## src/rtl/xip_obi_arbiter.sv

```systemverilog
// ---------------------------------------------------------------------------
// xip_obi_arbiter
//
// Two-master to one-slave OBI arbiter in front of the XIP flash controller.
// Master 0 is instruction fetch and master 1 is the data bus. Only one
// transaction is outstanding at the slave at a time, and each response is
// routed back to the master that issued the request. The request path is
// combinational, so the arbiter adds no cycles to the slave latency.
//
// Parameters
//   RR_EN      1: round-robin between the masters; 0: fixed priority, m1 wins
//   WRITE_PASS 1: forward writes to the slave; 0: absorb writes locally and
//              answer them with a zero read-data response one cycle later
//
// Ports
//   clk_i, rst_ni            clock, asynchronous active-low reset
//   mN_req_i/we_i/be_i       master N request, write enable, byte enables
//   mN_addr_i/data_i         master N address and write data
//   mN_gnt_o                 master N grant
//   mN_rvalid_o/data_o       master N response valid and read data
//   s_req_o/we_o/be_o        request, write enable and byte enables to XIP
//   s_addr_o/data_o          address and write data to XIP
//   s_gnt_i                  grant from XIP
//   s_rvalid_i/data_i        response valid and read data from XIP
// ---------------------------------------------------------------------------
module xip_obi_arbiter #(
    parameter bit RR_EN      = 1'b1,
    parameter bit WRITE_PASS = 1'b0
) (
    input  logic        clk_i,
    input  logic        rst_ni,

    input  logic        m0_req_i,
    input  logic        m0_we_i,
    input  logic [3:0]  m0_be_i,
    input  logic [31:0] m0_addr_i,
    input  logic [31:0] m0_data_i,
    output logic        m0_gnt_o,
    output logic        m0_rvalid_o,
    output logic [31:0] m0_data_o,

    input  logic        m1_req_i,
    input  logic        m1_we_i,
    input  logic [3:0]  m1_be_i,
    input  logic [31:0] m1_addr_i,
    input  logic [31:0] m1_data_i,
    output logic        m1_gnt_o,
    output logic        m1_rvalid_o,
    output logic [31:0] m1_data_o,

    output logic        s_req_o,
    output logic        s_we_o,
    output logic [3:0]  s_be_o,
    output logic [31:0] s_addr_o,
    output logic [31:0] s_data_o,
    input  logic        s_gnt_i,
    input  logic        s_rvalid_i,
    input  logic [31:0] s_data_i
);

    typedef enum logic [1:0] {
        IDLE,
        WAIT_RSP,
        LOCAL_RSP
    } state_t;

    state_t state;
    logic   lock;       // a forwarded request is waiting for s_gnt_i
    logic   owner;      // master that owns the current / pending transaction
    logic   rr_last;    // master served most recently (round-robin pointer)
    logic   local_rsp;  // a locally absorbed write is being answered
    logic   rsp_err;    // sticky: slave response seen with nothing outstanding

    logic        winner;
    logic        win_req;
    logic        win_we;
    logic [3:0]  win_be;
    logic [31:0] win_addr;
    logic [31:0] win_data;
    logic        absorb;
    logic        forward;
    logic        in_idle;
    logic        gnt_win;
    logic        rsp_valid;
    logic [31:0] rsp_data;

    // Winner selection. While locked the held owner is the only candidate;
    // if it dropped its request (protocol violation) nothing is issued and
    // the lock is released below, so arbitration resumes next cycle.
    always_comb begin
        winner  = 1'b0;
        win_req = 1'b0;
        if (lock) begin
            winner  = owner;
            win_req = owner ? m1_req_i : m0_req_i;
        end else if (m0_req_i && m1_req_i) begin
            winner  = RR_EN ? ~rr_last : 1'b1;
            win_req = 1'b1;
        end else if (m1_req_i) begin
            winner  = 1'b1;
            win_req = 1'b1;
        end else if (m0_req_i) begin
            winner  = 1'b0;
            win_req = 1'b1;
        end
    end

    always_comb begin
        win_we   = winner ? m1_we_i   : m0_we_i;
        win_be   = winner ? m1_be_i   : m0_be_i;
        win_addr = winner ? m1_addr_i : m0_addr_i;
        win_data = winner ? m1_data_i : m0_data_i;
    end

    assign absorb  = win_req && win_we && !WRITE_PASS;
    assign forward = win_req && !absorb;
    // Reset gates every output so nothing leaks while rst_ni is low.
    assign in_idle = rst_ni && (state == IDLE);

    // Slave request side: zero unless a request is actually presented.
    always_comb begin
        s_req_o  = in_idle && forward;
        s_we_o   = 1'b0;
        s_be_o   = '0;
        s_addr_o = '0;
        s_data_o = '0;
        if (s_req_o) begin
            s_we_o   = win_we;
            s_be_o   = win_be;
            s_addr_o = win_addr;
            s_data_o = win_data;
        end
    end

    // Absorbed writes are granted immediately; forwarded requests follow
    // the slave grant.
    assign gnt_win  = in_idle && (absorb || (forward && s_gnt_i));
    assign m0_gnt_o = gnt_win && !winner;
    assign m1_gnt_o = gnt_win && winner;

    // Response routing: only the owner ever sees rvalid or non-zero data.
    assign rsp_valid = rst_ni && (((state == WAIT_RSP) && s_rvalid_i) || local_rsp);
    assign rsp_data  = (state == WAIT_RSP) ? s_data_i : '0;

    always_comb begin
        m0_rvalid_o = rsp_valid && !owner;
        m1_rvalid_o = rsp_valid && owner;
        m0_data_o   = m0_rvalid_o ? rsp_data : '0;
        m1_data_o   = m1_rvalid_o ? rsp_data : '0;
    end

    always_ff @(posedge clk_i or negedge rst_ni) begin
        if (!rst_ni) begin
            state     <= IDLE;
            lock      <= 1'b0;
            owner     <= 1'b0;
            rr_last   <= 1'b1;
            local_rsp <= 1'b0;
            rsp_err   <= 1'b0;
        end else begin
            rsp_err <= rsp_err | (s_rvalid_i && (state != WAIT_RSP));
            case (state)
                IDLE: begin
                    if (absorb) begin
                        owner     <= winner;
                        lock      <= 1'b0;
                        local_rsp <= 1'b1;
                        state     <= LOCAL_RSP;
                    end else if (forward) begin
                        owner <= winner;
                        if (s_gnt_i) begin
                            lock    <= 1'b0;
                            rr_last <= winner;
                            state   <= WAIT_RSP;
                        end else begin
                            lock <= 1'b1;
                        end
                    end else begin
                        lock <= 1'b0;
                    end
                end
                WAIT_RSP: begin
                    if (s_rvalid_i) begin
                        state <= IDLE;
                    end
                end
                LOCAL_RSP: begin
                    rr_last   <= owner;
                    local_rsp <= 1'b0;
                    state     <= IDLE;
                end
                default: begin
                    state     <= IDLE;
                    local_rsp <= 1'b0;
                end
            endcase
        end
    end

endmodule

```

## config.mk

```make
export PLATFORM = sky130hd
export DESIGN_NAME = xip_obi_arbiter
export DESIGN_NICKNAME = d
export VERILOG_FILES = /design/src/rtl/xip_obi_arbiter.sv
export SDC_FILE = /design/constraint.sdc
export NUM_CORES = 1
export LEC_CHECK = 0
export ABC_CLOCK_PERIOD_IN_PS = 2220
export CAP_MARGIN = 20
export CELL_PAD_IN_SITES_DETAIL_PLACEMENT = 0
export CELL_PAD_IN_SITES_GLOBAL_PLACEMENT = 1
export CORE_MARGIN = 2
export CORE_UTILIZATION = 13
export CTS_CLUSTER_SIZE = 12
export DETAILED_ROUTE_END_ITERATION = 6
export PLACE_DENSITY_LB_ADDON = 0.25
export SYNTH_ARGS = -nofsm -noshare
export SYNTH_HDL_FRONTEND = slang
export SYNTH_SLANG_ARGS = --single-unit
```

## constraint.sdc

```tcl
create_clock -name clk_i -period 2.22 [get_ports clk_i]
set_input_delay 0.444 -clock clk_i [delete_from_list [all_inputs] [get_ports clk_i]]
set_output_delay 0.444 -clock clk_i [all_outputs]
set_load 0.05 [all_outputs]
```

==> qor.csv <==
stage,metric,value,unit
detailed_routing,DR pass1 iterations,4,
placed_design,DP HPWL,11030,um
sta,RSZ-0062 raised after global routing,true,
detailed_routing,DR vias/cell,4.532,
detailed_routing,Remaining DRCs,0,
clock_network,CTS H-tree depth,1,
logic_synthesis,Compound-Gate Fraction of Synth Area,0.03940,
sta,clk_skew,0.001801,ns
clock_network,CTS sink cnt,6,
grt,initial antenna violation count,0,
sta,Final WS setup,-0.2556,ns
sta,highest clock rate,403.9,MHz
final_layout,number of inserted diodes,0,
detailed_routing,vias post-DR,3771,
setup_path,critical path class,reg2out,
die,die area,16400,sq um
placed_design,Port Buf Inserts,312,
sta,post-layout min period,2.476,ns
logic_synthesis,Area contributors post-synth,"mux2i_1, and3_1, nor3_1, dfrtp_1, buf_2",
clock_network,CTS Root Cell,clkbuf_16,
sta,Sum Neg Setup Slack,-13.89,ns
sta,"Slew Viols, Final",0,
final_layout,Layout Cells excl Fill,832,
clock_network,"CTS clk-pin slew, worst paths",0.03,ns
die,Ports,314,
logic_synthesis,xor/xnor cell area share of the yosys netlist,0,
setup_path,Worst EP required,1.78,ns
final_layout,Area Overhead vs Synth,348.7,%
logic_synthesis,"top cells by count, synth","nor3_1, mux2i_1, and3_1, buf_2, clkbuf_1",
setup_path,Worst Path Max Fanout,8,
logic_synthesis,Post-Synth Adder-Cell Area,0,
logic_synthesis,ys async rst share,1.000,
logic_synthesis,top-area cell type share of the netlist area,0.3452,
logic_synthesis,number of synthesized register bits,6,
run,Max-Cap Viols,0,
logic_synthesis,most common cell in the netlist,nor3_1,
status,failing checks,setup timing,
logic_synthesis,dominant cell type by area after synthesis,mux2i_1,
final_layout,layout cells sized above 1,0.6475,
sta,crit share post-route,1.115,
logic_synthesis,Post-Synth Simple-Gate Area,0.4334,
clock_network,CTS tree,yes,
detailed_routing,Routed WL per cell,18.77,um
clock_network,hold_buf cts,0,
sta,Final Hold Fails,0,
clock_network,Worst-Skew Late Latency,0.23,ns
detailed_routing,DRT iter0 DRCs,75,
final_layout,NumNets Final,821,
die,Die Span Y,128.1,um
logic_synthesis,YS warnings,0,
grt,total track usage,0.1614,
logic_synthesis,dominant synthesized flop cell,dfrtp_1,
status,status,finished with violations,
logic_synthesis,Avg Inst Size Synth,7.095,sq um
placed_design,Final GP Congestion,0.7707,
power_and_ir_drop,Static Leak,3.585,nW
worst_hold_path,worst hold path class,in2async,
sta,final setup vio count,71,
die,Core Region,15150,sq um
clock_network,CTS Buffer Depth,2,
logic_synthesis,mux contribution to synthesized area,0.3565,
detailed_routing,ANT nets after route,0,
grt,residual overflow from global routing,0,
logic_synthesis,Post-Synthesis Cells,282,
grt,first-pass GRT wire length,20960,um
power_and_ir_drop,PwrDens,803.4,nW/um^2
die,FP Rows,45,
setup_path,critical path endpoint category,output port,
logic_synthesis,main combinational cell family by area after synthesis,simple AND/OR/NAND/NOR gates,
placed_design,Cells after DPL,795,
logic_synthesis,"EDFF count, synth",0,
logic_synthesis,Yosys cell types,30,
setup_path,Worst Path Arrival,2.03,ns
die,chip width,128.1,um
power_and_ir_drop,peak supply drop,0.0003783,V
grt,largest net degree at the start of global routing,66,
setup_path,Worst Setup Start Kind,flip-flop,
final_layout,# fillers,1169,
logic_synthesis,"Net Count, Synth",458,
grt,vias in the first global route,3979,
logic_synthesis,Post-Syn Area,2001,sq um
clock_network,total CTS buffers,3,
logic_synthesis,part of the Yosys area used for sequential elements,0.07567,
detailed_routing,drt total wl,15620,um
die,Starting Density,0.1321,
[metrics by stage]
stage | setup slack [ns] | utilization | total power [mW] | cell area, sq um | hold WS [ns]
floorplan | -0.02874 | - | 3.168 | 2863 | 0.1484
global placement | -0.5299 | 0.4681 | 4.880 | 7089 | 0.4905
detailed placement | -0.5751 | 0.4681 | 4.947 | 7089 | 0.5021
CTS | -0.2635 | 0.5300 | 6.197 | 8028 | 0.3122
global route | -0.3144 | 0.5927 | 7.545 | 8977 | 0.3330
finish | -0.2556 | 0.5927 | 7.213 | 8977 | 0.3249
[final cells by class]
type	instances	area (sq um)	share of cell area
sequential	6	155.1	0.01728
clock buffer	4	78.83	0.008780
timing repair buffer	394	5197	0.5790
inverter	5	18.77	0.002091
multi-input combinational	235	3292	0.3667
tap	188	235.2	0.02620
[flip-flops by register name, indices dropped and copies added (netlist names)]
signal / flops
rr_last: 1
local_rsp: 1
state: 2
owner: 1
lock: 1
[worst max-delay path, cell delays in order, from the launching register on]
cell and delay (ns):
dfstp_2 0.54, nand2_2 0.05, a22oi_2 0.13, buf_6 0.15, buf_6 0.10, buf_12 0.15, buf_12 0.16, mux2i_4 0.29
nor3_4 0.07, buf_6 0.15
[what timing repair did]
action,4_1_cts,5_1_grt
endpoints found under the setup margin,136,134
pin swaps,40,69
resized for setup,166,116
cloned,4,15
buffers inserted,8,10
[logic make-up after synthesis]
| logic type | count (synthesis) |
|---|---|
| compound gates | 11 |
| buf+inv | 41 |
| flops | 6 |
| mux | 70 |
| other cells | 1 |
| simple gates | 153 |
[final timing paths]
kind / to / slack [ns] / depth (start not counted) / from
min reg2reg: local_rsp$_DFFE_PN0P_ / 0.56 / 1 / local_rsp$_DFFE_PN0P_
min in group clk_i: local_rsp$_DFFE_PN0P_ / 0.56 / 1 / local_rsp$_DFFE_PN0P_
max in group asynchronous: rr_last$_DFFE_PN1P_ / 1.69 / 2 / rst_ni
max: s_data_o[5] / -0.26 / 9 / rr_last$_DFFE_PN1P_
max reg2reg: local_rsp$_DFFE_PN0P_ / 0.25 / 9 / rr_last$_DFFE_PN1P_
min: state[0]$_DFFE_PN0P_ / 0.32 / 2 / rst_ni
[layout by cell type, fill, tap and decap left out, drive strengths merged, types with 4 or more instances in the layout]
cell and n:
nor3 70, dfrtp 5, and3 64, inv 5, buf 207, nand2 4
clkbuf 16, clkdlybuf4s50 171, mux2i 70
[layer usage]
| layer | GRT usage | share of wire | wire, um | vias up |
|---|---|---|---|---|
| li1 | - | - | - | 1791 |
| met1 | 0.1534 | 0.33 | 5198 | 1765 |
| met2 | 0.3256 | 0.56 | 8723 | 201 |
| met3 | 0.06219 | 0.093 | 1446 | 14 |
| met4 | 0.03167 | 0.016 | 248 | 0 |
| met5 | 0 | 0 | 0 | - |
[where the power goes]
part | leakage (nW) | switching (mW) | internal (mW)
clock | 0.0382 | 0.0587 | 0.238
combinational | 3.48 | 3.32 | 3.36
sequential | 0.0695 | 0.0676 | 0.172
Power figures use the tool's default switching activity.
